<file path="src/rtl/times_table_ctrl.sv">
// times_table_ctrl: walks an external multiplier through n*0 .. n*7.
// Each entry is issued, waited on for MUL_LATENCY cycles, and presented
// through a valid/ready handshake. Accepted products go into table_sum.
module times_table_ctrl #(
    parameter int unsigned MUL_LATENCY = 1
) (
    input  logic       clk,
    input  logic       rst,
    input  logic       start,
    input  logic [2:0] n,
    input  logic       abort,
    output logic       busy,
    output logic       done,
    output logic [2:0] mul_a,
    output logic [2:0] mul_b,
    output logic       mul_enable,
    input  logic [5:0] mul_result,
    output logic       out_valid,
    input  logic       out_ready,
    output logic [2:0] out_index,
    output logic [5:0] out_product,
    output logic [7:0] table_sum
);

    typedef enum logic [2:0] {
        IDLE,
        ISSUE,
        WAIT,
        OUTPUT,
        DONE
    } state_t;

    localparam logic [1:0] WAIT_LAST = 2'(MUL_LATENCY - 1);

    state_t     state;
    logic [2:0] n_q;
    logic [2:0] index;
    logic [1:0] wait_cnt;

    // Sequencer: state, latched operand, index and all registered outputs.
    // Outputs are written on the edge that enters the state they belong to.
    always_ff @(posedge clk) begin
        if (rst) begin
            state       <= IDLE;
            n_q         <= '0;
            index       <= '0;
            wait_cnt    <= '0;
            busy        <= 1'b0;
            done        <= 1'b0;
            mul_enable  <= 1'b0;
            mul_a       <= '0;
            mul_b       <= '0;
            out_valid   <= 1'b0;
            out_index   <= '0;
            out_product <= '0;
            table_sum   <= '0;
        end else if (abort && state != IDLE) begin
            // Abort beats any pending handshake; partial sum and last entry are kept.
            state      <= IDLE;
            busy       <= 1'b0;
            done       <= 1'b0;
            mul_enable <= 1'b0;
            mul_a      <= '0;
            mul_b      <= '0;
            out_valid  <= 1'b0;
        end else begin
            unique case (state)
                IDLE: begin
                    done <= 1'b0;
                    if (start && !abort) begin
                        n_q        <= n;
                        index      <= '0;
                        table_sum  <= '0;
                        busy       <= 1'b1;
                        mul_enable <= 1'b1;
                        mul_a      <= n;
                        mul_b      <= '0;
                        state      <= ISSUE;
                    end
                end
                ISSUE: begin
                    mul_enable <= 1'b0;
                    wait_cnt   <= '0;
                    state      <= WAIT;
                end
                WAIT: begin
                    if (wait_cnt == WAIT_LAST) begin
                        out_product <= mul_result;
                        out_index   <= index;
                        out_valid   <= 1'b1;
                        state       <= OUTPUT;
                    end else begin
                        wait_cnt <= wait_cnt + 2'd1;
                    end
                end
                OUTPUT: begin
                    if (out_ready) begin
                        out_valid <= 1'b0;
                        table_sum <= table_sum + {2'b00, out_product};
                        if (index == 3'd7) begin
                            done  <= 1'b1;
                            state <= DONE;
                        end else begin
                            index      <= index + 3'd1;
                            mul_enable <= 1'b1;
                            mul_a      <= n_q;
                            mul_b      <= index + 3'd1;
                            state      <= ISSUE;
                        end
                    end
                end
                DONE: begin
                    done  <= 1'b0;
                    busy  <= 1'b0;
                    mul_a <= '0;
                    mul_b <= '0;
                    state <= IDLE;
                end
                default: begin
                    state      <= IDLE;
                    busy       <= 1'b0;
                    done       <= 1'b0;
                    mul_enable <= 1'b0;
                    mul_a      <= '0;
                    mul_b      <= '0;
                    out_valid  <= 1'b0;
                end
            endcase
        end
    end

endmodule

</file>
<file path="config.mk">
export PLATFORM = sky130hd
export DESIGN_NAME = times_table_ctrl
export DESIGN_NICKNAME = d
export VERILOG_FILES = /design/src/rtl/times_table_ctrl.sv
export SDC_FILE = /design/constraint.sdc
export NUM_CORES = 1
export LEC_CHECK = 0
export ABC_AREA = 1
export CORE_MARGIN = 3
export CORE_UTILIZATION = 30
export DETAILED_ROUTE_END_ITERATION = 7
export PLACE_DENSITY = 0.63
export SYNTH_ARGS = -nofsm -noshare
export SYNTH_HDL_FRONTEND = slang
export SYNTH_SLANG_ARGS = --single-unit
</file>
<file path="constraint.sdc">
create_clock -name clk -period 1.6 [get_ports clk]
set_clock_uncertainty 0.05 [all_clocks]
set_input_delay 0.48 -clock clk [delete_from_list [all_inputs] [get_ports clk]]
set_output_delay 0.48 -clock clk [all_outputs]
set_load 0.005 [all_outputs]
</file>
After elaboration in Yosys (flattened, before gate mapping)
Index checks and enable logic that the tools add are counted.
- input port bits: 14
- output and inout port bits: 27
- logic and storage cells: 86
- register bits after elaboration: 38
- reductions and logical operators: 24
- muxes and demuxes: 30
- equality and inequality tests: 11
- bitwise gates (word level): 5
- add/sub/neg operators: 3
- operator list (operator ; number):
    $mux W3 ; 10
    $pmux W3 S3 ; 2
    $reduce_and A3 Y1 ; 6
    $mux W8 ; 2
    $pmux W8 S2 ; 1
    $ne A2 B2 Y1 const B ; 6
    $pmux W3 S4 ; 1
    $reduce_and A4 Y1 ; 3
    $add A8 B6 Y8 ; 1
    $mux W1 ; 7
    $eq A3 B2 Y1 const B ; 2
    $eq A3 B3 Y1 const B ; 2
    $pmux W1 S3 ; 2
    $pmux W3 S2 ; 1
    $reduce_or A2 Y1 ; 3
    $reduce_or A3 Y1 ; 2
    $not A1 Y1 ; 5
    $reduce_and A5 Y1 ; 1
    $pmux W1 S2 ; 2
    $pmux W2 S2 ; 1
    $reduce_bool A2 Y1 ; 2
    $add A3 B1 Y3 const B ; 1
    $eq A3 B1 Y1 const B ; 1
    $logic_not A3 Y1 ; 1
    7 further kinds ; 8

Depth between registers and ports, before layout
- word-level depth: 4
- depth in mapped cells: 10
- mapped depth without buffers: 10

Least setup slack after synthesis
OpenSTA, ideal clock, no wires.
- path kind: register to register
- start point: reg out_product[0]
- end point: reg table_sum[6]
- arrival time: 1.384 ns
- path slack: 0.051 ns
- stages on the path, launching flop included: 9
- setup time: 0.115 ns
- path through: dfxtp_1 > ha_1 > fa_1 > nand3_1 > nand2_1 > nand3_1 > nand2_1 > a21oi_1 > nor2_1
- word-level cells in the longest chain between the ends: 3
- ends and longest elaborated chain (what ; RTL line ; RTL):
    start, declared ; 21 ; output logic [5:0] out_product,
    start signal, assigned ; 88 ; out_product <= mul_result;
    $add A8 B6 Y8 ; 99 ; table_sum <= table_sum + {2'b00, out_product};
    $mux W8 ; 97 ; if (out_ready) begin
    $pmux W8 S2 ; 67 ; unique case (state)
    end signal, assigned ; 99 ;
    end, declared ; 22 ; output logic [7:0] table_sum
No other way between the ends. The select of a mux whose other input is x is not followed.
A chain may end at the register's enable or synchronous reset.

Final worst setup path
- start point: reg out_product[0]
- end point: out out_product[0]
No word-level cell between the ends.

==> results.json <==
{
  "netlist_instances": 266,
  "yosysMostFrequentCell": "nor2_1",
  "nNetsFinal": 363,
  "cp.depth": 2,
  "p_switching_uw": 1820,
  "insertion_delay_ns": 0.29,
  "synth_top_area_share_pct": 38.0,
  "hp-class": "reg -> reg",
  "rsz0062_at_grt": "true",
  "wl_um": 5220,
  "area_growth_pct": 46.0,
  "drive_gt1_share_pct": 32.2,
  "max-vdd-ir-drop_mv": 0.690,
  "drv_slew": 0,
  "share_comb_of_total_power_pct": 52.1,
  "dieArea_mm2": 0.00769,
  "dp_hpwl_um": 3710,
  "status": "finished clean",
  "ys_seq_elements": 38,
  "synth-edff-count": 0,
  "fin_crit_ns": 1.54,
  "switching_share_pct": 41.8,
  "critPathLaunch": "out_product[0]$_SDFFE_PP0P_",
  "hold_path_end": "mul_enable$_SDFFE_PP0P_",
  "timing.fmax_ghz": 0.650,
  "place_area_mm2": 0.00263,
  "syn_nets": 290,
  "dieHeight_um": 87.7,
  "drtIter0Drc": 79,
  "whs_path_depth": 2,
  "drcViolationCount": 0,
  "fin_crit_sh_pct": 96.2,
  "numCtsBuffers": 5,
  "arrival_ns": 1.01,
  "postCtsHoldBufs": 0,
  "r2r_slack_ns": 0.11,
  "synth_area_mm2": 0.00200,
  "path_delay_family": "buffers and inverters",
  "drtPass1Iterations": 4,
  "port_buffers": 40,
  "cts-htree-levels": 2,
  "p_clk_share_pct": 14.7,
  "rr_endpoint": "table_sum[6]$_SDFFE_PP0P_",
  "cpPeakStageDelay_ns": 0.34,
  "start_kind": "register",
  "clockBufferDepth": 2,
  "start_util_pct": 31.2,
  "cellInternalPower_uw": 2530,
  "ys_seq_area_share_pct": 38.0,
  "setup_viol": 0,
  "cts_tree": "done",
  "ios": 41,
  "worstPathCellList": "buf_4, dlygate4sd2_1",
  "finalNonFillerCells": 416,
  "slew_headroom_pct": 85.1,
  "synthDistinctLibCells": 29,
  "grtUsageTotal_pct": 14.0,
  "grt_max_degree": 14,
  "grt_pass1_wl_um": 8540,
  "vias": 1934,
  "fill_cells": 644,
  "power_frac_seq_pct": 33.2,
  "async_reset_ff_share_pct": 0,
  "regToRegStartpoint": "out_product[0]$_SDFFE_PP0P_",
  "core_mm2": 0.00642,
  "critPathSlowestCell": "dfxtp_2",
  "path_buf_inv": 2,
  "yosys_warnings": 0,
  "final_cell_area_mm2": 0.00292,
  "fp-row-count": 29,
  "synth_ff_type": "dfxtp_1",
  "postSynthAreaPerCell_um2": 7.53,
  "netlist_top_cells_count": "nor2_1, nand2_1, dfxtp_1",
  "hold_start": "mul_enable$_SDFFE_PP0P_",
  "cap_violations": 0,
  "n_antenna_cell": 0,
  "viasPerCell": 4.65,
  "grt_pass1_vias": 1889,
  "yosys.area.top_type": "dfxtp_1",
  "antenna_found_initial": 0,
  "ant_nets": 0,
  "overflow": 0,
  "clkSlewWorstSetupHoldPaths_ns": 0.08,
  "powerDensity_mw_per_mm2": 1490,
  "dp.cells": 399,
  "tightest_slew_ns": 0.223,
  "hold_violations": 0,
  "p_leak_uw": 0.00136,
  "cp_max_fo": 2,
  "clkSinkCount": 38,
  "reg2regPathDepth": 8,
  "finalPower_uw": 4350,
  "synthTopCellsByArea": "dfxtp_1, nor2_1, nand2_1",
  "place_congestion": 0.930,
  "cp-end-kind": "output pin",
  "worstSetupPathType": "reg -> out",
  "chipWidth_um": 87.7,
  "cp_data_required_time_ns": 1.07,
  "cts-root-buf": "clkbuf_8",
  "routedWlPerCell_um": 12.6
}
-- logic make-up after synthesis --
| kind of cell | Yosys count | share of synthesized area, % |
|---|---|---|
| and+or+nand+nor | 136 | 34.4 |
| AOI/OAI and AO/OA | 48 | 13.5 |
| DFF | 38 | 38.0 |
| buffers and inverters | 31 | 6.19 |
| adders and majority gates | 10 | 6.63 |
| xor gates and xnor gates | 3 | 1.31 |
-- timing repair --
| action | 4_1_cts | 5_1_grt |
|---|---|---|
| resized for setup | 63 | 28 |
| hold endpoints to repair | 0 | 0 |
| pin swaps | 7 | 9 |
| endpoints found under the setup margin | 47 | 28 |
| buffers inserted | 5 | 5 |
| gates cloned | 0 | 0 |
-- worst max-delay path by stage --
stage / endpoint / slack [ns]
3_3_place_gp: index[1]$_SDFFE_PP0P_ / -0.38
3_5_place_dp: mul_b[0]$_SDFFE_PP0P_ / -0.40
5_1_grt: index[0]$_SDFFE_PP0P_ / -0.02
4_1_cts: table_sum[7]$_SDFFE_PP0P_ / 0.002
6_report: out_product[0] / 0.06
2_1_floorplan: table_sum[6]$_SDFFE_PP0P_ / 0.05
-- stage by stage --
stage | worst slack [ns] | TNS (ns) | util (%) | hold WS (ns)
floorplan | 0.0514 | 0 | - | 0.394
global placement | -0.376 | -9.94 | 40.9 | 0.397
detailed placement | -0.399 | -10.54 | 40.9 | 0.405
CTS | 0.00206 | 0 | 43.0 | 0.409
global route | -0.0191 | -0.0379 | 45.5 | 0.426
finish | 0.0613 | 0 | 45.5 | 0.406
-- flip-flops by register name (all words and copies together) (netlist names) --
name and flops:
n_q 3, out_product 6, out_valid 1, mul_b 3, table_sum 8, mul_a 3
state 3, busy 1, index 3, out_index 3, done 1, wait_cnt 2
mul_enable 1
-- power groups by stage --
stage,Sequential [uW],Combinational (uW),Clock [uW]
finish,1450,2270,639
global route,1490,2530,687
CTS,1430,2100,654
detailed placement,1440,2120,0
global placement,1440,2090,0
floorplan,1430,1290,0
-- final cells by class --
type	count	area, um^2	area share [%]
multi-input combinational	197	1260	43.0
sequential	38	795	27.2
timing repair buffer	68	577	19.7
inverter	29	121	4.15
tap	77	96.3	3.30
clock buffer	7	76.3	2.61
-- placed cells by master (no fill, tap or decap), types with 2 or more instances in the layout --
cell             count
nor2_1              52
nand2_1             41
dlygate4sd2_1       29
buf_4               28
inv_1               20
dfxtp_2             18
dfxtp_1             17
a21oi_1             16
o21ai_0             15
nor2_4              10
clkdlybuf4s50_1     10
nand3_1              8
nand2_2              7
o21ai_1              6
inv_2                5
clkbuf_8             5
nand3_2              4
a21oi_2              4
ha_4                 4
nand2_4              3
nand3_4              3
inv_4                3
nand4_1              3
xor2_1               3
a211oi_1             3
ha_1                 3
dfxtp_4              3
o21ai_2              2
nor2_2               2
ha_2                 2
clkbuf_1             2
-- worst register-to-register path, delay by kind of cell (launching register included) --
family | cells | cell delay (ns)
AO/OA/AOI/OAI | 1 | 0.14
flip-flops | 1 | 0.34
adder cells (fa/ha/maj) | 2 | 0.54
AND/OR/NAND/NOR | 5 | 0.32
-- layer usage --
layer / up-vias / wire [um] / GRT usage, %
met5: - / 0 / 0
met4: 0 / 80 / 3.63
met3: 7 / 241 / 3.10
met2: 49 / 2450 / 23.7
met1: 868 / 2460 / 17.9
li1: 1010 / - / -
No activity file was read; power rests on OpenSTA's default activity.
